`src/rtl/rr_tag_arbiter.sv`:
```
// rr_tag_arbiter
// N-way request arbiter for the snoop and forward paths. It offers one
// requester at a time to a consumer over a tag/rdy/ack handshake. The grant is
// registered, and arbitration is either round-robin from a rotating pointer or
// fixed priority. It handles requester withdrawal and, optionally, back-to-back
// grants.
//
// Ports
//   clk          clock, all state on rising edge
//   rst          asynchronous reset, active low
//   tag          tag of the current grant (index or custom tag), 0 while idle
//   rdy          a grant is being offered
//   ack          consumer accepts the current grant (only meaningful with rdy)
//   rdy_in       per-requester ready
//   ack_out      one-hot accept pulse to the granted requester (combinational)
//   custom_tags  packed per-requester tags, slice k = [TAG_SZ*k +: TAG_SZ]
//
// state    | meaning
// ---------+--------------------------------------------------------------
// ST_IDLE  | no grant held; any ready requester is selected on the next edge
// ST_OFFER | grant g_q held and offered while its requester stays ready

module rr_tag_arbiter #(
    parameter int N            = 4,
    parameter int TAG_SZ       = (N <= 2) ? 1 : $clog2(N),
    parameter bit CUSTOM_TAGS  = 1'b0,
    parameter bit RR_MODE      = 1'b1,
    parameter bit BACK_TO_BACK = 1'b0
) (
    input  logic                clk,
    input  logic                rst,
    output logic [TAG_SZ-1:0]   tag,
    output logic                rdy,
    input  logic                ack,
    input  logic [N-1:0]        rdy_in,
    output logic [N-1:0]        ack_out,
    input  logic [N*TAG_SZ-1:0] custom_tags
);

    typedef enum logic {
        ST_IDLE  = 1'b0,
        ST_OFFER = 1'b1
    } state_t;

    state_t              state_q, state_d;
    logic [TAG_SZ-1:0]   g_q, g_d;
    logic [TAG_SZ-1:0]   p_q, p_d;

    logic [N-1:0]        onehot_g;
    logic                cur_rdy;
    logic [TAG_SZ-1:0]   ctag;
    logic [N-1:0]        rest_mask;
    logic                offering;
    logic                accept;
    int                  next_ptr;

    // Rotate the request mask so that 'start' lands on bit 0, take the lowest
    // set bit, then map it back to a requester index modulo N. In fixed
    // priority mode the rotation is zero, so the lowest index always wins.
    function automatic logic [TAG_SZ-1:0] sel(input logic [N-1:0] mask,
                                              input int           start);
        logic [2*N-1:0] rot;
        int             base;
        int             hit;
        int             idx;
        base = (RR_MODE != 1'b0) ? start : 0;
        rot  = {mask, mask} >> base;
        hit  = 0;
        for (int j = N - 1; j >= 0; j--) begin
            if (rot[j]) begin
                hit = j;
            end
        end
        idx = base + hit;
        if (idx >= N) begin
            idx = idx - N;
        end
        return TAG_SZ'(idx);
    endfunction

    // Decode the held grant index. Comparing against each k keeps this valid
    // when N is not a power of two and the index width exceeds the range.
    always_comb begin
        onehot_g = '0;
        cur_rdy  = 1'b0;
        ctag     = '0;
        for (int k = 0; k < N; k++) begin
            if (int'(g_q) == k) begin
                onehot_g[k] = 1'b1;
                cur_rdy     = rdy_in[k];
                ctag        = custom_tags[TAG_SZ*k +: TAG_SZ];
            end
        end
    end

    // The pointer wraps at N, not at 2^TAG_SZ.
    always_comb begin
        next_ptr = (int'(g_q) == N - 1) ? 0 : int'(g_q) + 1;
    end

    assign rest_mask = rdy_in & ~onehot_g;
    assign offering  = (state_q == ST_OFFER) && cur_rdy;
    assign accept    = offering && ack;

    always_comb begin
        state_d = state_q;
        g_d     = g_q;
        p_d     = p_q;
        case (state_q)
            ST_IDLE: begin
                if (|rdy_in) begin
                    g_d     = sel(rdy_in, int'(p_q));
                    state_d = ST_OFFER;
                end
            end
            ST_OFFER: begin
                if (!cur_rdy) begin
                    // Withdrawal: drop the grant, leave the pointer alone and
                    // ignore any ack that arrives in this cycle.
                    state_d = ST_IDLE;
                end else if (ack) begin
                    p_d = TAG_SZ'(next_ptr);
                    if (BACK_TO_BACK && (|rest_mask)) begin
                        g_d = sel(rest_mask, next_ptr);
                    end else begin
                        state_d = ST_IDLE;
                    end
                end
            end
            default: begin
                state_d = ST_IDLE;
            end
        endcase
    end

    always_ff @(posedge clk or negedge rst) begin
        if (!rst) begin
            state_q <= ST_IDLE;
            g_q     <= '0;
            p_q     <= '0;
        end else begin
            state_q <= state_d;
            g_q     <= g_d;
            p_q     <= p_d;
        end
    end

    // rdy and tag depend only on state and rdy_in, never on ack.
    assign rdy     = offering;
    assign tag     = (state_q != ST_OFFER) ? '0 :
                     (CUSTOM_TAGS != 1'b0) ? ctag : g_q;
    assign ack_out = onehot_g & {N{accept}};

endmodule

```
`config.mk`:
```
export PLATFORM = sky130hd
export DESIGN_NAME = rr_tag_arbiter
export DESIGN_NICKNAME = d
export VERILOG_FILES = /design/src/rtl/rr_tag_arbiter.sv
export SDC_FILE = /design/constraint.sdc
export NUM_CORES = 1
export LEC_CHECK = 0
export CAP_MARGIN = 40
export CORE_MARGIN = 2
export CORE_UTILIZATION = 42
export CTS_CLUSTER_SIZE = 12
export DETAILED_ROUTE_END_ITERATION = 12
export GPL_TIMING_DRIVEN = 0
export PLACE_DENSITY_LB_ADDON = 0.08
export SLEW_MARGIN = 20
export SYNTH_ARGS = -nofsm -noshare
export SYNTH_HDL_FRONTEND = slang
export SYNTH_SLANG_ARGS = --single-unit
```
`constraint.sdc`:
```
create_clock -name clk -period 2.3 [get_ports clk]
set_clock_uncertainty 0.05 [all_clocks]
set_input_delay 0.46 -clock clk [delete_from_list [all_inputs] [get_ports clk]]
set_output_delay 0.46 -clock clk [all_outputs]
set_load 0.005 [all_outputs]
```
[Yosys cells after proc, flatten, opt, wreduce, memory -nomap -nowiden]
Index checks and enable logic that the tools add are counted.
Storage, ports and cells
  bits in registers: 5
  input port bits: 15
  output and inout bits: 7
  logic and storage cells: 40
Operators by class
  add/subtract/negate cells: 3
  magnitude comparators: 1
  equality and inequality tests: 3
  shift-type cells: 1
  muxes and demuxes: 21
  bitwise operators: 2
  reduce and logical (&&, ||, !) cells: 6
Operator list (count)
  $mux W32: 5
  $add A3 B32 Y32: 1
  $ge A32 B4 Y1 const B: 1
  $mux W1: 11
  $mux W2: 4
  $shr A8 B2 Y4: 1
  $and A4 B4 Y4: 1
  $eq A2 B2 Y1 const B: 2
  $reduce_or A4 Y1: 1
  $reduce_and A3 Y1: 1
  $add A2 B1 Y2 const B: 1
  $eq A2 B1 Y1 const B: 1
  $logic_and A1 B1 Y1: 2
  $logic_not A2 Y1: 1
  $pmux W1 S2: 1
  $reduce_and A2 Y1: 1
  $sub A2 B1 Y2 const B: 1
  $not A1 Y1: 1

[Longest topological paths before layout]
  depth in word-level cells: 10
  mapped depth: 9
  depth with buffers taken out: 8

[Worst setup path after synthesis]
Ideal clock, no wire load.
  kind: input -> register
  from: input port rdy_in[3]
  to: register g_q[1]
  library setup time: 124 ps
  arrival time: 1841 ps
  data required time: 2126 ps
  slack: 285 ps
  stages on the path: 8
  buffers on the path: 1
  cells stage by stage: buf_2 -> or3_1 -> o211ai_1 -> o31a_1 -> ha_1 -> xor2_1 -> and3_1 -> o31a_1
On the way
  word-level cells in the longest chain between the ends: 10
  elaborated cells on any way between the ends: 13
  classes of those cells: add/sub: 2; order compare: 1; shift: 1; mux: 7; reduce/logical: 2
Ends and longest elaborated chain
  start: declaration: line 35  | input logic [N-1:0] rdy_in,
  $shr A8 B2 Y4: line 67  | rot = {mask, mask} >> base;
  $mux W2: line 70  | if (rot[j]) begin
  $mux W32 (3 in series): line 70
  $mux W32: line 111  | if (|rdy_in) begin
  $mux W32: line 109  | case (state_q)
  $add A3 B32 Y32: line 74  | idx = base + hit;
  $ge A32 B4 Y1 / $sub A2 B1 Y2 (equally long branches): line 75, 76
  $mux W2: line 75  | if (idx >= N) begin
  end signal: assignment: line 143  | g_q <= g_d;
  end: declaration: line 46  | logic [TAG_SZ-1:0] g_q, g_d;
Several ways; a longest one is shown, not always the timed one. The select of a mux whose other input is x is not followed.
A chain may end at the register's enable or synchronous reset.

[Final worst setup path]
  from: register g_q[1]
  to: output port rdy
On the way
  word-level cells in the longest chain between the ends: 6
  elaborated cells on any way between the ends: 9
  classes of those cells: eq/ne: 3; mux: 4; reduce/logical: 2
Ends and longest elaborated chain
  $logic_not A2 Y1: line 88  | if (int'(g_q) == k) begin
  $mux W1 (3 in series): line 88
  $mux W1 (*): line 88
  $logic_and A1 B1 Y1 (*): line 102  | assign offering = (state_q == ST_OFFER) && cur_rdy;
  end: declaration: line 33  | output logic rdy,
Mark *: on every way between the ends. The rest lies on a longest branch, timed or not.

==> flow_metrics.tcl <==
set metrics [dict create \
    outcome "finished, final reports clean" \
    design_area_um2 832 \
    syn-num-nets 89 \
    numCtsBuffers 3 \
    crit_type "flop to output pin" \
    cts_tree "built" \
    placed_area_um2 704 \
    grt_pass1_wl_um 2140 \
    setup_viol 0 \
    grt_use_met3 0.0326 \
    powerDensity_mw_per_mm2 1280 \
    worstPathArrival_ns 1.73 \
    track_usage 0.203 \
    cp_max_fo 3 \
    ctsHoldBuffers 0 \
    start_util 0.448 \
    max_freq_mhz 446 \
    vias 559 \
    cts.path.max_buffers 2 \
    r2r_slack_ns 0.30 \
    r2r-start "p_q[1]$_DFFE_PN0P_" \
    die-area_mm2 0.00168 \
    grt_use_met2 0.328 \
    max-slew-margin-rel 0.810 \
    portBuffers 11 \
    finalCritPeriodShare 0.974 \
    syn_inst 69 \
    fp-row-count 13 \
    dieWidth_um 41.0 \
    min_period_ns 2.24 \
    drtPass1Iterations 4 \
    synth_edf_count 0 \
    drc 0 \
    drive_gt1_frac 0.312 \
    nets 114 \
    slew_viol_final 0 \
    wirelength_um 1390 \
    yosys_warnings 0 \
    yosysUniqueCellTypes 35 \
    die_h_um 41.0 \
    leakagePower_nw 0.397 \
    maxCapViolCount 0 \
    clk_pin_slew_ns 0.04 \
    h-tree-depth 1 \
    grt_max_degree 11 \
    grt_pass1_vias 491 \
    clkSinkCount 5 \
    hold_violations 0 \
    rr_worst_depth 9 \
    worst_pin_slew_ns 0.284 \
    nFillCells 116 \
    whs_ns 0.380 \
    viasPerCell 5.18 \
    syn-cell-area_um2 576 \
    first_iter_violations 4 \
    synth_flop_cell "dfrtp_1" \
    insertion_delay_ns 0.24 \
    antenna_found_initial 0 \
    post_drt_wl_per_cell_um 12.8 \
    avgSynthCellArea_um2 8.34 \
    area_growth_pct 44.6 \
    r2r_end "g_q[1]$_DFFE_PN0P_" \
    multiInputGateArea_um2 440 \
    rsz0062_at_grt "true" \
    antenna_cells 0 \
    root_buffer "clkbuf_4" \
    grt_use_met1 0.249 \
    start_kind "flop" \
    ios 22 \
    gr-total-overflow 0 \
    ir_drop_uv 756 \
    required_ns 1.79 \
    antenna_left 0 \
    min_path_type "input port to async pin" \
    ys_async_sr_fraction 1.00 \
    top_usage_layer "met2" \
    register_area_um2 126 \
    dp_hpwl_um 907 \
    gp_congestion 0.714 \
    crit_path_end_kind "output pin" \
    synth-seq-cells 5 \
    fp.coreArea_mm2 0.00128 \
    seq_area_frac_synth 0.217 \
]
## layout by cell type (no fill, tap or decap), drive strengths merged, types with 2 or more instances in the layout
cell | Yosys | layout
buf | 3 | 13
inv | 8 | 8
nor2 | 7 | 7
dlygate4sd2 | 0 | 5
dfrtp | 5 | 5
ha | 5 | 5
clkdlybuf4s50 | 0 | 4
a21oi | 4 | 4
o21ai | 4 | 4
clkbuf | 0 | 4
nand2 | 3 | 3
nor3b | 3 | 3
mux2 | 3 | 3
nor2b | 2 | 2
and2 | 2 | 2
o31a | 2 | 2
mux2i | 2 | 2
o211ai | 2 | 2
## metal layers
metal	routed length, um	vias up
met3	20	4
met1	672	257
met2	667	8
met5	0	-
met4	27	0
li1	-	290
## synth_stat cells (2+ instances only)
library cell,instances,area (um2)
buf_2,2,10.0
nor3b_1,3,22.5
nand2_1,3,11.3
mux2i_1,2,20.0
nor2b_1,2,12.5
and2_1,2,12.5
o31a_1,2,17.5
mux2_1,2,22.5
nor2_1,7,26.3
ha_1,5,62.6
dfrtp_1,5,125
o21ai_1,3,15.0
inv_1,7,26.3
a21oi_1,3,15.0
## registers in the layout, indices dropped and copies added (netlist names)
| name | count |
|---|---|
| p_q | 2 |
| g_q | 2 |
| state_q | 1 |
## power breakdown
group / total, mW / internal [mW] / switching (mW)
Clock: 0.0987 / 0.0654 / 0.0333
Sequential: 0.203 / 0.136 / 0.0669
Combinational: 0.762 / 0.428 / 0.334
Total: 1.06 / 0.630 / 0.434
## cells by family (layout without fill, tap and decap cells)
logic type                 Yosys count  after routing  synth area share
and+or+nand+nor                     24             24             0.228
AOI/OAI and AO/OA                   18             18             0.241
buffers and inverters               11             35            0.0891
adders and majority gates            5              5             0.109
muxes                                5              5             0.100
DFF                                  5              5             0.217
xor gates and xnor gates             1              1            0.0152
## cell type report
type                       count  share of cell area
buffer                         3              0.0256
clock buffer                   4              0.0316
multi-input combinational     53               0.529
tap                           15              0.0226
inverter                       8              0.0361
timing repair buffer          20               0.203
sequential                     5               0.152
## stage by stage
step | setup WS, ns | power, mW | setup TNS [ns] | utilization | cells
2_1_floorplan | 0.285 | 0.567 | 0 | - | 69
3_3_place_gp | -0.396 | 0.737 | -1.57 | 0.548 | 95
3_5_place_dp | -0.409 | 0.743 | -1.60 | 0.548 | 95
4_1_cts | 0.0193 | 1.00 | 0 | 0.624 | 107
5_1_grt | -0.0440 | 1.16 | -0.0440 | 0.648 | 108
6_report | 0.0595 | 1.06 | 0 | 0.648 | 108
## how the worst max path moves through the flow
| stage | startpoint | end | slack (ns) | depth (start not counted) |
|---|---|---|---|---|
| floorplan | rdy_in[3] | g_q[1]$_DFFE_PN0P_ | 0.29 | 8 |
| global placement | rdy_in[1] | rdy | -0.40 | 6 |
| detailed placement | rdy_in[1] | rdy | -0.41 | 6 |
| CTS | g_q[1]$_DFFE_PN0P_ | ack_out[3] | 0.02 | 6 |
| global route | g_q[1]$_DFFE_PN0P_ | rdy | -0.04 | 8 |
| finish | g_q[1]$_DFFE_PN0P_ | rdy | 0.06 | 8 |
## what timing repair did
| action | in CTS | in global routing |
|---|---|---|
| setup buffers | 8 | 1 |
| pin swaps | 2 | 2 |
| endpoints found under the setup margin | 5 | 4 |
| gates resized for setup | 16 | 4 |
## critical path, stage by stage (launching register included)
cell and delay (ns):
dfrtp_1 0.39, buf_4 0.16, ha_2 0.17, a21oi_1 0.15
a21oi_2 0.10, buf_4 0.15, mux2i_2 0.18, nor2b_1 0.07
buf_2 0.13
(Power assumes the default switching activity.)
